$ cat config.mk
export PLATFORM = sky130hd
export DESIGN_NAME = rty_credit_scheduler
export DESIGN_NICKNAME = d
export VERILOG_FILES = /design/src/rtl/rty_pkg.sv /design/src/rtl/rty_rr_pick.sv /design/src/rtl/rty_credit_scheduler.sv
export SDC_FILE = /design/constraint.sdc
export NUM_CORES = 1
export LEC_CHECK = 0
export CORE_AREA = 2 2 177 179
export CTS_CLUSTER_DIAMETER = 80
export DETAILED_ROUTE_END_ITERATION = 8
export DIE_AREA = 0 0 179 181
export PLACE_DENSITY_LB_ADDON = 0.3
export SYNTH_ARGS = -nofsm -noshare
export SYNTH_HDL_FRONTEND = slang
export SYNTH_SLANG_ARGS = --single-unit
$ cat constraint.sdc
create_clock -name clk -period 4 [get_ports clk]
set_clock_uncertainty 0.15 [all_clocks]
set_input_delay 0.4 -clock clk [delete_from_list [all_inputs] [get_ports clk]]
set_output_delay 0.4 -clock clk [all_outputs]
set_load 0.05 [all_outputs]
$ cat src/rtl/rty_pkg.sv
// Shared types and helpers for the retry credit scheduler.
package rty_pkg;
  localparam int QOS_CLS_W      = 2;
  localparam int CREDIT_MAX_DEF = 16;
  localparam int CREDIT_W       = $clog2(CREDIT_MAX_DEF + 1);

  typedef enum logic {IDLE = 1'b0, GRANT = 1'b1} state_t;

  // Class is the top two bits of the 4-bit qos_type.
  function automatic logic [QOS_CLS_W-1:0] qos2cls(input logic [3:0] qos);
    return QOS_CLS_W'(qos >> 2);
  endfunction
endpackage

$ cat src/rtl/rty_rr_pick.sv
// Round-robin picker: first set request at or after ptr, wrapping.
module rty_rr_pick
  import rty_pkg::*;
#(
  parameter int SRC_NODE_W = 2
) (
  input  logic [(1<<SRC_NODE_W)-1:0] req,
  input  logic [SRC_NODE_W-1:0]      ptr,
  output logic [(1<<SRC_NODE_W)-1:0] pick_oh,
  output logic [SRC_NODE_W-1:0]      pick_idx
);
  localparam int NUM_SRC = 1 << SRC_NODE_W;

  logic [SRC_NODE_W-1:0] idx_scan;
  logic                  found;

  always_comb begin
    pick_oh  = '0;
    pick_idx = '0;
    idx_scan = '0;
    found    = 1'b0;
    for (int i = 0; i < NUM_SRC; i++) begin
      idx_scan = ptr + SRC_NODE_W'(i);
      if (!found && req[idx_scan]) begin
        found             = 1'b1;
        pick_idx          = idx_scan;
        pick_oh[idx_scan] = 1'b1;
      end
    end
  end
endmodule

$ cat src/rtl/rty_credit_scheduler.sv
// Retry grant scheduler: per-(source,class) pending counters, a credit pool, strict class
// priority with round-robin sources inside a class and a starvation override.
module rty_credit_scheduler
  import rty_pkg::*;
#(
  parameter int SRC_NODE_W = 2,
  parameter int QoS_CLASS  = 4,
  parameter int CNT_W      = 5,
  parameter int CREDIT_MAX = 16,
  parameter int STARVE_TH  = 8
) (
  input  logic                  clk,
  input  logic                  rst_n,
  input  logic                  vld_rty_rec,
  output logic                  rdy_rty_rec,
  input  logic [SRC_NODE_W-1:0] rty_src_id,
  input  logic [3:0]            rty_qos,
  input  logic                  vld_credit_ret,
  output logic                  vld_out_grant,
  input  logic                  rdy_out_grant,
  output logic [SRC_NODE_W-1:0] grant_src,
  output logic [QOS_CLS_W-1:0]  grant_cls,
  output logic [CREDIT_W-1:0]   credit_cnt,
  output logic                  err_credit_ovf
);
  localparam int NUM_SRC = 1 << SRC_NODE_W;
  localparam int NUM_CLS = QoS_CLASS;
  localparam int STV_W   = $clog2(STARVE_TH + 1);

  logic [CNT_W-1:0]      pend_reg  [NUM_SRC][NUM_CLS];
  logic [CNT_W-1:0]      pend_next [NUM_SRC][NUM_CLS];
  logic [SRC_NODE_W-1:0] pick_idx  [NUM_CLS];
  logic [NUM_CLS-1:0]    cls_any;
  logic [NUM_CLS-1:0]    starve_hit;
  logic [QOS_CLS_W-1:0]  rec_cls;
  logic [QOS_CLS_W-1:0]  sel_cls;
  logic [CREDIT_W-1:0]   credit_next;
  logic                  ovf_next;
  logic                  rec_fire;
  logic                  grant_fire;
  logic                  launch;
  state_t                state_reg;
  state_t                state_next;

  assign rec_cls     = qos2cls(rty_qos);
  // Readiness looks only at the stored count, so a same-cycle grant never frees a slot.
  assign rdy_rty_rec = (pend_reg[rty_src_id][rec_cls] != '1);
  assign rec_fire    = vld_rty_rec && rdy_rty_rec;
  assign grant_fire  = vld_out_grant && rdy_out_grant;
  assign launch      = (state_reg == IDLE) && (state_next == GRANT);

  genvar gi;
  generate
    for (gi = 0; gi < NUM_CLS; gi++) begin : g_cls
      logic [NUM_SRC-1:0]    req;
      logic [NUM_SRC-1:0]    pick_oh;
      logic [SRC_NODE_W-1:0] rr_ptr_reg;
      logic [STV_W-1:0]      starve_reg;
      logic                  cls_granted;

      always_comb begin
        req = '0;
        for (int s = 0; s < NUM_SRC; s++) req[s] = (pend_reg[s][gi] != '0);
      end

      rty_rr_pick #(.SRC_NODE_W(SRC_NODE_W)) u_pick (
        .req      (req),
        .ptr      (rr_ptr_reg),
        .pick_oh  (pick_oh),
        .pick_idx (pick_idx[gi])
      );

      assign cls_any[gi]    = |pick_oh;
      assign cls_granted    = grant_fire && (grant_cls == QOS_CLS_W'(gi));
      assign starve_hit[gi] = cls_any[gi] && (starve_reg >= STV_W'(STARVE_TH));

      always_ff @(posedge clk or negedge rst_n) begin
        if (!rst_n)           rr_ptr_reg <= '0;
        else if (cls_granted) rr_ptr_reg <= grant_src + 1'b1;
      end

      always_ff @(posedge clk or negedge rst_n) begin
        if (!rst_n)                              starve_reg <= '0;
        else if (cls_granted || !cls_any[gi])    starve_reg <= '0;
        else if (grant_fire && starve_reg < STV_W'(STARVE_TH)) starve_reg <= starve_reg + 1'b1;
      end
    end
  endgenerate

  always_comb begin
    for (int s = 0; s < NUM_SRC; s++) begin
      for (int c = 0; c < NUM_CLS; c++) begin
        pend_next[s][c] = pend_reg[s][c];
        if (rec_fire && rty_src_id == SRC_NODE_W'(s) && rec_cls == QOS_CLS_W'(c) &&
            !(grant_fire && grant_src == SRC_NODE_W'(s) && grant_cls == QOS_CLS_W'(c)))
          pend_next[s][c] = pend_reg[s][c] + 1'b1;
        else if (grant_fire && grant_src == SRC_NODE_W'(s) && grant_cls == QOS_CLS_W'(c) &&
                 !(rec_fire && rty_src_id == SRC_NODE_W'(s) && rec_cls == QOS_CLS_W'(c)))
          pend_next[s][c] = pend_reg[s][c] - 1'b1;
      end
    end
  end

  always_ff @(posedge clk or negedge rst_n) begin
    if (!rst_n) begin
      for (int s = 0; s < NUM_SRC; s++)
        for (int c = 0; c < NUM_CLS; c++) pend_reg[s][c] <= '0;
    end else begin
      for (int s = 0; s < NUM_SRC; s++)
        for (int c = 0; c < NUM_CLS; c++) pend_reg[s][c] <= pend_next[s][c];
    end
  end

  always_comb begin
    credit_next = credit_cnt;
    ovf_next    = err_credit_ovf;
    if (vld_credit_ret && !grant_fire) begin
      if (credit_cnt == CREDIT_W'(CREDIT_MAX)) ovf_next = 1'b1;
      else credit_next = credit_cnt + 1'b1;
    end else if (grant_fire && !vld_credit_ret) begin
      credit_next = credit_cnt - 1'b1;
    end
  end

  always_ff @(posedge clk or negedge rst_n) begin
    if (!rst_n) begin
      credit_cnt     <= CREDIT_W'(CREDIT_MAX);
      err_credit_ovf <= 1'b0;
    end else begin
      credit_cnt     <= credit_next;
      err_credit_ovf <= ovf_next;
    end
  end

  // Starved classes override priority, lowest starved class first.
  always_comb begin
    sel_cls = '0;
    for (int c = 0; c < NUM_CLS; c++)
      if (cls_any[c]) sel_cls = QOS_CLS_W'(c);
    for (int c = NUM_CLS - 1; c >= 0; c--)
      if (starve_hit[c]) sel_cls = QOS_CLS_W'(c);
  end

  always_ff @(posedge clk or negedge rst_n) begin
    if (!rst_n) state_reg <= IDLE;
    else        state_reg <= state_next;
  end

  always_comb begin
    state_next = state_reg;
    case (state_reg)
      IDLE:    if ((|cls_any) && credit_cnt != '0) state_next = GRANT;
      GRANT:   if (rdy_out_grant) state_next = IDLE;
      default: state_next = IDLE;
    endcase
  end

  always_comb begin
    vld_out_grant = (state_reg == GRANT);
  end

  always_ff @(posedge clk or negedge rst_n) begin
    if (!rst_n) begin
      grant_src <= '0;
      grant_cls <= '0;
    end else if (launch) begin
      grant_src <= pick_idx[sel_cls];
      grant_cls <= sel_cls;
    end
  end
endmodule

Word level (Yosys, flattened, before mapping)
Index checks and enable logic that the tools add are counted.
{"block": "totals", "output_inout_bits": 12, "in_bits": 11, "regBits": 115}
{"block": "op_classes", "reduce_logical": 221, "mux": 170, "add_sub_neg": 51, "eq_ne": 15, "bitwise_logic": 16, "order_cmp": 43}
{"cell": "$mux W5", "n": 37}
{"cell": "$logic_and A1 B1 Y1", "n": 118}
{"cell": "$mux W4", "n": 24}
{"cell": "$add A5 B1 Y5 const B", "n": 17}
{"cell": "$reduce_bool A5 Y1", "n": 17}
{"cell": "$sub A5 B1 Y5 const B", "n": 17}
{"cell": "$logic_not A1 Y1", "n": 50}
{"cell": "$lt A2 B3 Y1 const B", "n": 16}
{"cell": "$mux W2", "n": 24}
{"cell": "$or A4 B4 Y4", "n": 12}
{"cell": "$mux W1", "n": 47}
{"cell": "$reduce_bool A2 Y1", "n": 21}
{"cell": "$bmux W20 S2", "n": 1}
{"cell": "$mux W20", "n": 2}
{"cell": "$bmux W1 S2", "n": 16}
{"cell": "$demux W1 S2", "n": 16}
{"cell": "$ge A2 B1 Y1 const B", "n": 16}
{"cell": "$add A2 B2 Y2 const B", "n": 8}
{"cell": "$add A4 B1 Y4 const B", "n": 4}
{"cell": "$eq A2 B2 Y1 const B", "n": 8}
{"cell": "$ge A4 B4 Y1 const B", "n": 4}
{"cell": "$lt A4 B4 Y1 const B", "n": 4}
{"cell": "$reduce_or A16 Y1", "n": 1}
{"cell": "$reduce_or A4 Y1", "n": 4}
{"cell": "14 further kinds", "n": 32}

Depth between registers and ports, before layout
Gate-level depths: netlist of the first run.
{"block": "logic_depth", "word_depth": 25, "ltp_mapped": 18, "mapped_depth_nobuf": 17}

Hierarchy
From an unflattened synthesis of the first run, not the netlist that was laid out.
{"block": "hier_totals", "cells_unflattened": 1002, "hier_area_um2": 9380.2}
{"module": "rty_credit_scheduler", "cells_each": 818, "area_each_um2": 7703.6, "instances": 1}
{"module": "rty_rr_pick", "cells_each": 46, "area_each_um2": 419.2, "instances": 4}

Worst setup path after synthesis of the first run
Ideal clock, no wire load.
{"block": "synth_path", "path_type": "in2reg", "start": "in rty_src_id[1]", "end": "reg pend_reg[79] (netlist name)", "cell_stages": 16, "arrival_time_ns": 3.530, "required_ns": 3.725, "setup_slack_ns": 0.194, "path_cell_list": "clkbuf_1 clkbuf_1 o311ai_0 o21ai_0 mux4_2 nand2_1 or3_1 nor3_1 ha_1 inv_1 fa_1 a21o_1 a21oi_1 xnor2_1 nor2_1 xor2_1"}
{"block": "synth_between", "elab_chain_cells": 14, "elab_cells_between_ends": 17, "classes_between": "eq/ne: 1; mux: 7; bitwise: 1; reduce/logical: 8"}
{"element": "start: declaration", "line_no": "rty_credit_scheduler.sv:16", "rtl": "input logic [SRC_NODE_W-1:0] rty_src_id,"}
{"element": "$not A2 Y3 (not written as such) (*)", "line_no": "rty_credit_scheduler.sv:47", "rtl": "assign rdy_rty_rec = (pend_reg[rty_src_id][rec_cls] != '1);"}
{"element": "$bmux W20 S2 (*)", "line_no": "rty_credit_scheduler.sv:47"}
{"element": "$mux W20 (not written as such) (*) (2 in a row)", "line_no": "rty_credit_scheduler.sv:47"}
{"element": "$bmux W5 S2 (*)", "line_no": "rty_credit_scheduler.sv:47"}
{"element": "$mux W5 (not written as such) (*) (2 in a row)", "line_no": "rty_credit_scheduler.sv:47"}
{"element": "$ne A5 B5 Y1 (*)", "line_no": "rty_credit_scheduler.sv:47"}
{"element": "named net rdy_rty_rec", "line_no": "rty_credit_scheduler.sv:15", "rtl": "output logic rdy_rty_rec,"}
{"element": "$logic_and A1 B1 Y1 (*)", "line_no": "rty_credit_scheduler.sv:48", "rtl": "assign rec_fire = vld_rty_rec && rdy_rty_rec;"}
{"element": "$logic_and A1 B1 Y1 (*) (2 in a row)", "line_no": "rty_credit_scheduler.sv:94, rty_credit_scheduler.sv:98"}
{"element": "$logic_not A1 Y1", "line_no": "rty_credit_scheduler.sv:98", "rtl": "!(rec_fire && rty_src_id == SRC_NODE_W'(s) && rec_cls == QOS_CLS_W'(c)))"}
{"element": "$logic_and A1 B1 Y1", "line_no": "rty_credit_scheduler.sv:97", "rtl": "else if (grant_fire && grant_src == SRC_NODE_W'(s) && grant_cls == QOS_CLS_W'(c) &&"}
{"element": "$reduce_bool A2 Y1 (no source line)"}
Mark *: on every way through the listed nets, which the timed path passes. The rest lies on a longest branch. The select of a mux whose other input is x is not followed.
A chain may end at the register's enable or synchronous reset.

Worst setup path in the final report of the first run
{"block": "layout_path", "start": "in rty_qos[2]", "end": "reg pend_reg[64] (netlist name)"}
{"block": "layout_between", "elab_chain_cells": 11, "elab_cells_between_ends": 14, "classes_between": "eq/ne: 2; mux: 4; bitwise: 1; reduce/logical: 7"}
{"element": "start: declaration", "line_no": "rty_credit_scheduler.sv:17", "rtl": "input logic [3:0] rty_qos,"}
{"element": "$not A2 Y3 (not written as such)", "line_no": "rty_credit_scheduler.sv:47"}
{"element": "$bmux W5 S2", "line_no": "rty_credit_scheduler.sv:47"}
{"element": "$mux W5 (not written as such) (2 in a row)", "line_no": "rty_credit_scheduler.sv:47"}
{"element": "$ne A5 B5 Y1", "line_no": "rty_credit_scheduler.sv:47"}
{"element": "$logic_and A1 B1 Y1", "line_no": "rty_credit_scheduler.sv:48"}
{"element": "$logic_and A1 B1 Y1", "line_no": "rty_credit_scheduler.sv:94, rty_credit_scheduler.sv:98"}
{"element": "$logic_and A1 B1 Y1 (*)", "line_no": "rty_credit_scheduler.sv:94, rty_credit_scheduler.sv:98"}
{"element": "$logic_not A1 Y1", "line_no": "rty_credit_scheduler.sv:98"}
{"element": "$logic_and A1 B1 Y1", "line_no": "rty_credit_scheduler.sv:97"}
{"element": "$reduce_bool A2 Y1 (no source line)"}
Mark *: on every way between the ends. The rest lies on a longest branch, timed or not. The select of a mux whose other input is x is not followed.

==> results of run 1 <==
critical path: stages:
cell                              delay [ns]
sky130_fd_sc_hd__clkdlybuf4s50_1        0.45
sky130_fd_sc_hd__buf_12                 0.16
sky130_fd_sc_hd__buf_4                  0.16
sky130_fd_sc_hd__nand4_1                0.11
sky130_fd_sc_hd__o311ai_0               0.14
sky130_fd_sc_hd__o21ai_0                0.13
sky130_fd_sc_hd__mux4_2                 0.30
sky130_fd_sc_hd__nand2_2                0.07
sky130_fd_sc_hd__or3_4                  0.36
sky130_fd_sc_hd__buf_4                  0.15
sky130_fd_sc_hd__nor2_2                 0.14
sky130_fd_sc_hd__ha_2                   0.21
sky130_fd_sc_hd__inv_1                  0.08
sky130_fd_sc_hd__fa_1                   0.39
sky130_fd_sc_hd__a21o_1                 0.17
sky130_fd_sc_hd__a21oi_1                0.18
sky130_fd_sc_hd__xnor2_1                0.14
sky130_fd_sc_hd__nor2_1                 0.06
sky130_fd_sc_hd__xor2_1                 0.14
where the power goes:
| part | total (mW) | leakage [nW] | switching [mW] | internal (mW) |
|---|---|---|---|---|
| Sequential | 2.31 | 1.37 | 0.667 | 1.65 |
| Clock | 0.863 | 0.120 | 0.439 | 0.424 |
| Combinational | 5.10 | 3.12 | 2.60 | 2.49 |
| Total | 8.27 | 4.61 | 3.71 | 4.56 |
layout make-up:
type / instances / area [um2]
fillers: 3103 / 19800
multi-input cells: 746 / 5710
flip-flops and latches: 111 / 2780
repair buffers: 145 / 1160
well taps: 396 / 495
clock buffers: 13 / 240
inverters: 40 / 150
clock inverters: 3 / 20.0
stage by stage:
step	hold slack [ns]	std cells	cell area, um2
floorplan	-0.0456	932	8740
global placement	0.303	1437	10300
global route	0.353	1454	10600
finish	0.324	1454	10600
CTS	0.335	1454	10500
detailed placement	0.315	1437	10300
placed cells by master, fill, tap and decap left out, drive strengths merged, types with 16 or more instances in the layout:
cell / synthesis / final
a21o: 37 / 37
a21oi: 50 / 50
buf: 4 / 126
clkdlybuf4s50: 0 / 18
dfrtp: 110 / 110
fa: 17 / 17
ha: 101 / 101
inv: 39 / 39
mux2: 19 / 19
nand2: 86 / 86
nand3: 18 / 18
nand4: 16 / 16
nor2: 75 / 75
nor3: 22 / 22
o21ai: 58 / 58
xnor2: 53 / 53
xor2: 36 / 36
repair_timing:
item / CTS / global route
hold buffers: 1 / 0
endpoints found under the hold margin: 42 / 0
buffers inserted: 0 / 0
resized for setup: 0 / 20
endpoints found under the setup margin: 0 / 27
cell families after synthesis:
kind of cell,count (synthesis),share of synthesized area
fa+ha+maj,118,0.183
mux,35,0.0547
simple gates,295,0.164
xor+xnor,89,0.0891
flops,111,0.318
buf+inv,75,0.0331
compound gates,209,0.158
routing by layer:
| layer | vias to the layer above | GRT usage |
|---|---|---|
| met5 | - | 0 |
| met4 | 0 | 0.0465 |
| met3 | 24 | 0.0200 |
| met2 | 100 | 0.216 |
| met1 | 3359 | 0.190 |
| li1 | 3585 | - |
worst paths after layout:
kind / from / slack (ns) / cells past startpoint / to
setup / recovery: rty_qos[2] / 0.16 / 19 / pend_reg[64]
hold / removal: err_credit_ovf / 0.32 / 1 / err_credit_ovf
setup reg to reg: pend_reg[43] / 0.23 / 17 / pend_reg[64]
hold reg to reg: err_credit_ovf / 0.32 / 1 / err_credit_ovf
max in group asynchronous: rst_n / 2.32 / 3 / pend_reg[17]
min in group asynchronous: rst_n / 0.44 / 2 / pend_reg[7]
==> results.py, run 1 <==
metrics = {
    "outcome": {
        "status": "finished clean",
    },
    "clock_network": {
        "h-tree-depth": 3,
        "cts_inserted_buffers": 9,
        "clock_path_buffers": 2,
        "clkLatencyLatePin_ns": 0.37,
        "tritoncts_num_sinks": 111,
        "clock-root-buffer": "sky130_fd_sc_hd__clkbuf_16",
        "cts_tree": "built",
        "clkTransAtPathRegs_ns": 0.08,
    },
    "grt": {
        "wire_length_of_the_first_global_routing_pass_um": 35600,
        "grt_max_degree": 46,
        "globalRoute.totalOverflow": 0,
        "antenna_found_initial": 0,
        "gr_util_all_layers": 0.137,
        "grt_pass1_vias": 6880,
    },
    "layout": {
        "post_route_cells_drive_above_1_share": 0.184,
        "synth_to_final_area_change_pct": 20.7,
        "largest_reg_flops": 80,
        "fraction_of_the_core_area_covered_by_cells_at_the_end_of_the_flow": 0.348,
        "n_antenna_cell": 0,
        "layout.nets": 1182,
    },
    "synthesis": {
        "synth-warning-count": 0,
        "syn_area_um2": 8740,
        "synth_top_cells_by_area": "sky130_fd_sc_hd__dfrtp_1, sky130_fd_sc_hd__ha_1, sky130_fd_sc_hd__xnor2_1",
        "post-synth-top-area-fraction": 0.315,
        "leading_area_contributor_after_synthesis": "sky130_fd_sc_hd__dfrtp_1",
        "unique_masters_post_synth": 71,
        "ys_ff_latch": 111,
        "synth.most_common_cell": "sky130_fd_sc_hd__dfrtp_1",
        "synth-main-ff-cell": "sky130_fd_sc_hd__dfrtp_1",
        "postSynthAreaPerCell_um2": 9.38,
        "number_of_synthesized_flops_with_an_enable_pin": 0,
        "synth.net_count": 1061,
        "postSynthCellCount": 932,
        "sequential_cell_area_fraction_in_the_yosys_report": 0.318,
        "synth_commonest_cells": "sky130_fd_sc_hd__dfrtp_1, sky130_fd_sc_hd__ha_1, sky130_fd_sc_hd__nand2_1",
        "asyncSetResetFlopFracSynth": 1.00,
    },
    "detailed_routing": {
        "avgRoutedWirePerCell_um": 14.3,
        "m1WireLength_um": 10300,
        "drc_errors": 0,
        "count_of_vias_placed_by_the_detailed_router": 7068,
        "route.antenna.remaining_nets": 0,
        "detail_route.wirelength_um": 20900,
        "viasPerCell": 4.86,
        "detailroute.wirelength.met3_um": 613,
        "wl_met2_um": 9530,
        "first_pass_iters": 5,
        "dr_top_layer": "met4",
        "dr.first_iter.drc_count": 324,
    },
    "setup_path": {
        "startpoint_class_of_the_critical_path": "input port",
        "largest_fanout_on_the_critical_path": 10,
        "cp.required_ns": 4.11,
        "worstSetupEndpointType": "flop",
        "crit_type": "input port to flop",
        "cp.arrival_ns": 3.95,
    },
    "floorplanning": {
        "num_rows": 64,
        "coreArea_um2": 30300,
        "floorplan.die.height_um": 181,
        "die_width_um": 179,
        "initial_core_util": 0.288,
        "design.die.area_um2": 32400,
        "io_pins": 23,
    },
    "sta": {
        "least_margin_pin_slew_ns": 0.707,
        "layout_worst_path_cycle_share": 0.961,
        "final_max_slew_viol_count": 0,
        "slew_hr": 0.524,
        "post-route-min-period_ns": 3.84,
        "setup_violations": 0,
        "setup-tns-final_ns": 0,
        "final.setup.worst_slack_ns": 0.157,
        "hold_violations": 0,
        "clock.fmax_mhz": 260,
    },
    "place": {
        "hpwl_um": 16100,
        "buffers_added_on_ports": 20,
        "gpl.final_weighted_congestion": 0.906,
        "pre_cts_slack_ns": -0.301,
    },
    "power": {
        "power-per-cell-area_nw_per_um2": 783,
        "vdd_ir_drop_max_mv": 0.264,
        "p_total_mw": 8.27,
        "power_leakage_nw": 4.61,
    },
    "job": {
        "cap_violations": 0,
    },
    "worst_hold_path": {
        "timing.hold.worst.class": "flop to flop",
    },
}
Power figures use the tool's default switching activity.
==> inputs of run 2 (changes only) <==
--- a/config.mk
+++ b/config.mk
@@ -7,9 +7,11 @@
 export LEC_CHECK = 0
 export CORE_AREA = 2 2 177 179
 export CTS_CLUSTER_DIAMETER = 80
+export CTS_CLUSTER_SIZE = 16
 export DETAILED_ROUTE_END_ITERATION = 8
 export DIE_AREA = 0 0 179 181
 export PLACE_DENSITY_LB_ADDON = 0.3
+export REMOVE_ABC_BUFFERS = 1
 export SYNTH_ARGS = -nofsm -noshare
 export SYNTH_HDL_FRONTEND = slang
 export SYNTH_SLANG_ARGS = --single-unit
==> results.py, run 2 (synthesis results as in run 1) <==
metrics = {
    "setup_path": {
        "cp.arrival_ns": 3.93,
        "ff2ff_path_depth": 19,
        "max_stage_delay_ns": 0.50,
        "rr_endpoint": "pend_reg[34]",
        "path_buf_inv": 6,
        "worstSetupEndpointType": "flop",
        "critical_path.top_delay_family": "buffers and inverters",
        "cp.required_ns": 4.11,
        "startpoint_class_of_the_critical_path": "input port",
        "r2r_slack_ns": 0.22,
        "crit_type": "input port to flop",
        "largest_fanout_on_the_critical_path": 10,
        "critical_path_slowest_stage_cell": "sky130_fd_sc_hd__mux4_2",
        "crit-reg2reg-launch": "pend_reg[48]",
        "cell_by_cell_listing_of_the_critical_path": "clkdlybuf4s50_1 -> buf_12 -> buf_4 -> o311ai_0 -> o21ai_1 -> mux4_2 -> nand2_1 -> inv_1 -> nand3b_1 -> buf_4 -> nor2_1 -> ha_1 -> inv_1 -> ha_1 -> a21o_1 -> a21oi_1 -> xnor2_1 -> nor2_1 -> xor2_1",
    },
    "place": {
        "buffers_added_on_ports": 20,
        "instance_area_after_placement_um2": 10100,
        "hpwl_um": 16000,
        "gpl.final_weighted_congestion": 0.826,
    },
    "grt": {
        "global_route.usage.met1": 0.195,
        "grt.busiest_layer": "met2",
        "gr_util_all_layers": 0.136,
        "grt_pass1_vias": 6938,
        "gr-usage-met2": 0.211,
        "met3_usage": 0.0271,
        "wire_length_of_the_first_global_routing_pass_um": 35400,
        "globalRoute.totalOverflow": 0,
        "grt_max_degree": 68,
        "antenna_found_initial": 1,
    },
    "floorplanning": {
        "io_pins": 23,
        "initial_core_util": 0.288,
        "design.die.area_um2": 32400,
        "coreArea_um2": 30300,
        "die_width_um": 179,
        "num_rows": 64,
        "floorplan.die.height_um": 181,
    },
    "layout": {
        "design_area_um2": 10500,
        "layout.nets": 1166,
        "n_antenna_cell": 0,
        "layout.cells.most_common_list": "sky130_fd_sc_hd__dfrtp_1, sky130_fd_sc_hd__buf_4, sky130_fd_sc_hd__ha_1",
        "final.fill_count": 3102,
        "layout.cells.most_common": "sky130_fd_sc_hd__dfrtp_1",
        "largest_reg_flops": 80,
        "post_route_cells_drive_above_1_share": 0.164,
        "fraction_of_the_core_area_covered_by_cells_at_the_end_of_the_flow": 0.345,
        "synth_to_final_area_change_pct": 19.6,
    },
    "job": {
        "cap_violations": 0,
    },
    "clock_network": {
        "clock-root-buffer": "sky130_fd_sc_hd__clkbuf_16",
        "clkLatencyLatePin_ns": 0.37,
        "post_cts_hold_buffer_count": 0,
        "h-tree-depth": 3,
        "post_cts.repair.setup_buffers": 0,
        "tritoncts_num_sinks": 111,
        "cts_tree": "built",
        "cts_inserted_buffers": 9,
        "clkTransAtPathRegs_ns": 0.08,
        "clock_path_buffers": 2,
        "cts_resized": 0,
    },
    "sta": {
        "hold_violations": 0,
        "final_max_slew_viol_count": 0,
        "clock.fmax_mhz": 261,
        "layout_worst_path_cycle_share": 0.957,
        "least_margin_pin_slew_ns": 0.918,
        "setup_violations": 0,
        "grt_setup_unrepaired": "no",
        "post-route-min-period_ns": 3.83,
        "slew_hr": 0.388,
        "finalHoldWorstSlack_ns": 0.00612,
    },
    "detailed_routing": {
        "viasPerCell": 4.88,
        "first_pass_iters": 5,
        "detail_route.wirelength_um": 20900,
        "route.antenna.remaining_nets": 0,
        "drc_errors": 0,
        "avgRoutedWirePerCell_um": 14.5,
        "count_of_vias_placed_by_the_detailed_router": 7015,
        "dr.first_iter.drc_count": 403,
    },
    "power": {
        "power-per-cell-area_nw_per_um2": 794,
        "vdd_ir_drop_max_mv": 0.264,
        "power_leakage_nw": 4.55,
        "p_total_mw": 8.31,
    },
    "worst_hold_path": {
        "timing.hold.worst.class": "input port to asynchronous set/reset pin",
    },
    "outcome": {
        "status": "finished clean",
    },
}
-- run 2: changes by cell type in the layout (fill, tap and decap cells not counted), moves of 2 or more --
| cell | change |
|---|---|
| sky130_fd_sc_hd__buf_4 | -15 |
| sky130_fd_sc_hd__clkbuf_1 | -3 |
| sky130_fd_sc_hd__inv_2 | -8 |
| sky130_fd_sc_hd__o21ai_1 | +2 |
| sky130_fd_sc_hd__a21oi_2 | -3 |
| sky130_fd_sc_hd__o21ai_0 | -2 |
| sky130_fd_sc_hd__a21oi_1 | +3 |
| sky130_fd_sc_hd__clkinv_4 | +2 |
| sky130_fd_sc_hd__inv_1 | +8 |
-- run 2: through the flow --
stage,TNS [ns],worst slack (ns),std cells
2_1_floorplan,0,0.523,897
3_3_place_gp,-4.95,-0.258,1422
3_5_place_dp,-5.84,-0.285,1422
4_1_cts,0,0.105,1438
5_1_grt,0,0.00433,1438
6_report,0,0.172,1438
-- run 2: final cells by class --
type	count	area, um2	area share
inverters	40	150	0.0144
clock inverters	6	68.8	0.00658
multi-input cells	746	5700	0.545
repair buffers	129	1040	0.0993
well taps	396	495	0.0474
flip-flops and latches	111	2780	0.266
clock buffers	10	229	0.0219
-- run 2: worst register-to-register path: stages, from the launching register on --
cell	delay, ns
sky130_fd_sc_hd__dfrtp_1	0.42
sky130_fd_sc_hd__and3_1	0.18
sky130_fd_sc_hd__nand3_1	0.11
sky130_fd_sc_hd__o21ai_0	0.10
sky130_fd_sc_hd__o21ai_0	0.28
sky130_fd_sc_hd__mux4_2	0.32
sky130_fd_sc_hd__nand2_1	0.09
sky130_fd_sc_hd__inv_1	0.10
sky130_fd_sc_hd__nand3b_1	0.17
sky130_fd_sc_hd__buf_4	0.18
sky130_fd_sc_hd__nor2_1	0.09
sky130_fd_sc_hd__ha_1	0.18
sky130_fd_sc_hd__inv_1	0.06
sky130_fd_sc_hd__buf_4	0.14
sky130_fd_sc_hd__fa_1	0.40
sky130_fd_sc_hd__a21o_1	0.18
sky130_fd_sc_hd__a21oi_1	0.19
sky130_fd_sc_hd__xnor2_1	0.14
sky130_fd_sc_hd__nor2_1	0.06
sky130_fd_sc_hd__xor2_1	0.14
-- run 2: layer usage --
metal  vias up  wire length [um]
met3        16               829
met5         -                12
met1      3346             10300
met4         2               246
li1       3553                 -
met2        98              9470
-- run 2: worst max path at each step --
stage | start | end | slack [ns] | cells after the start
after CTS | rty_src_id[1] | pend_reg[79] | 0.10 | 19
after global placement | rty_src_id[1] | pend_reg[79] | -0.26 | 19
after detailed placement | rty_src_id[1] | pend_reg[79] | -0.28 | 19
final | rty_src_id[1] | pend_reg[34] | 0.17 | 19
after floorplan | pend_reg[2] | pend_reg[79] | 0.52 | 16
after global routing | rty_src_id[1] | pend_reg[78] | 0.004 | 18
-- run 2: report_power, final --
part           switching [mW]  internal [mW]
Combinational            2.56           2.44
Sequential              0.727           1.64
Clock                   0.455          0.491
Total                    3.74           4.57
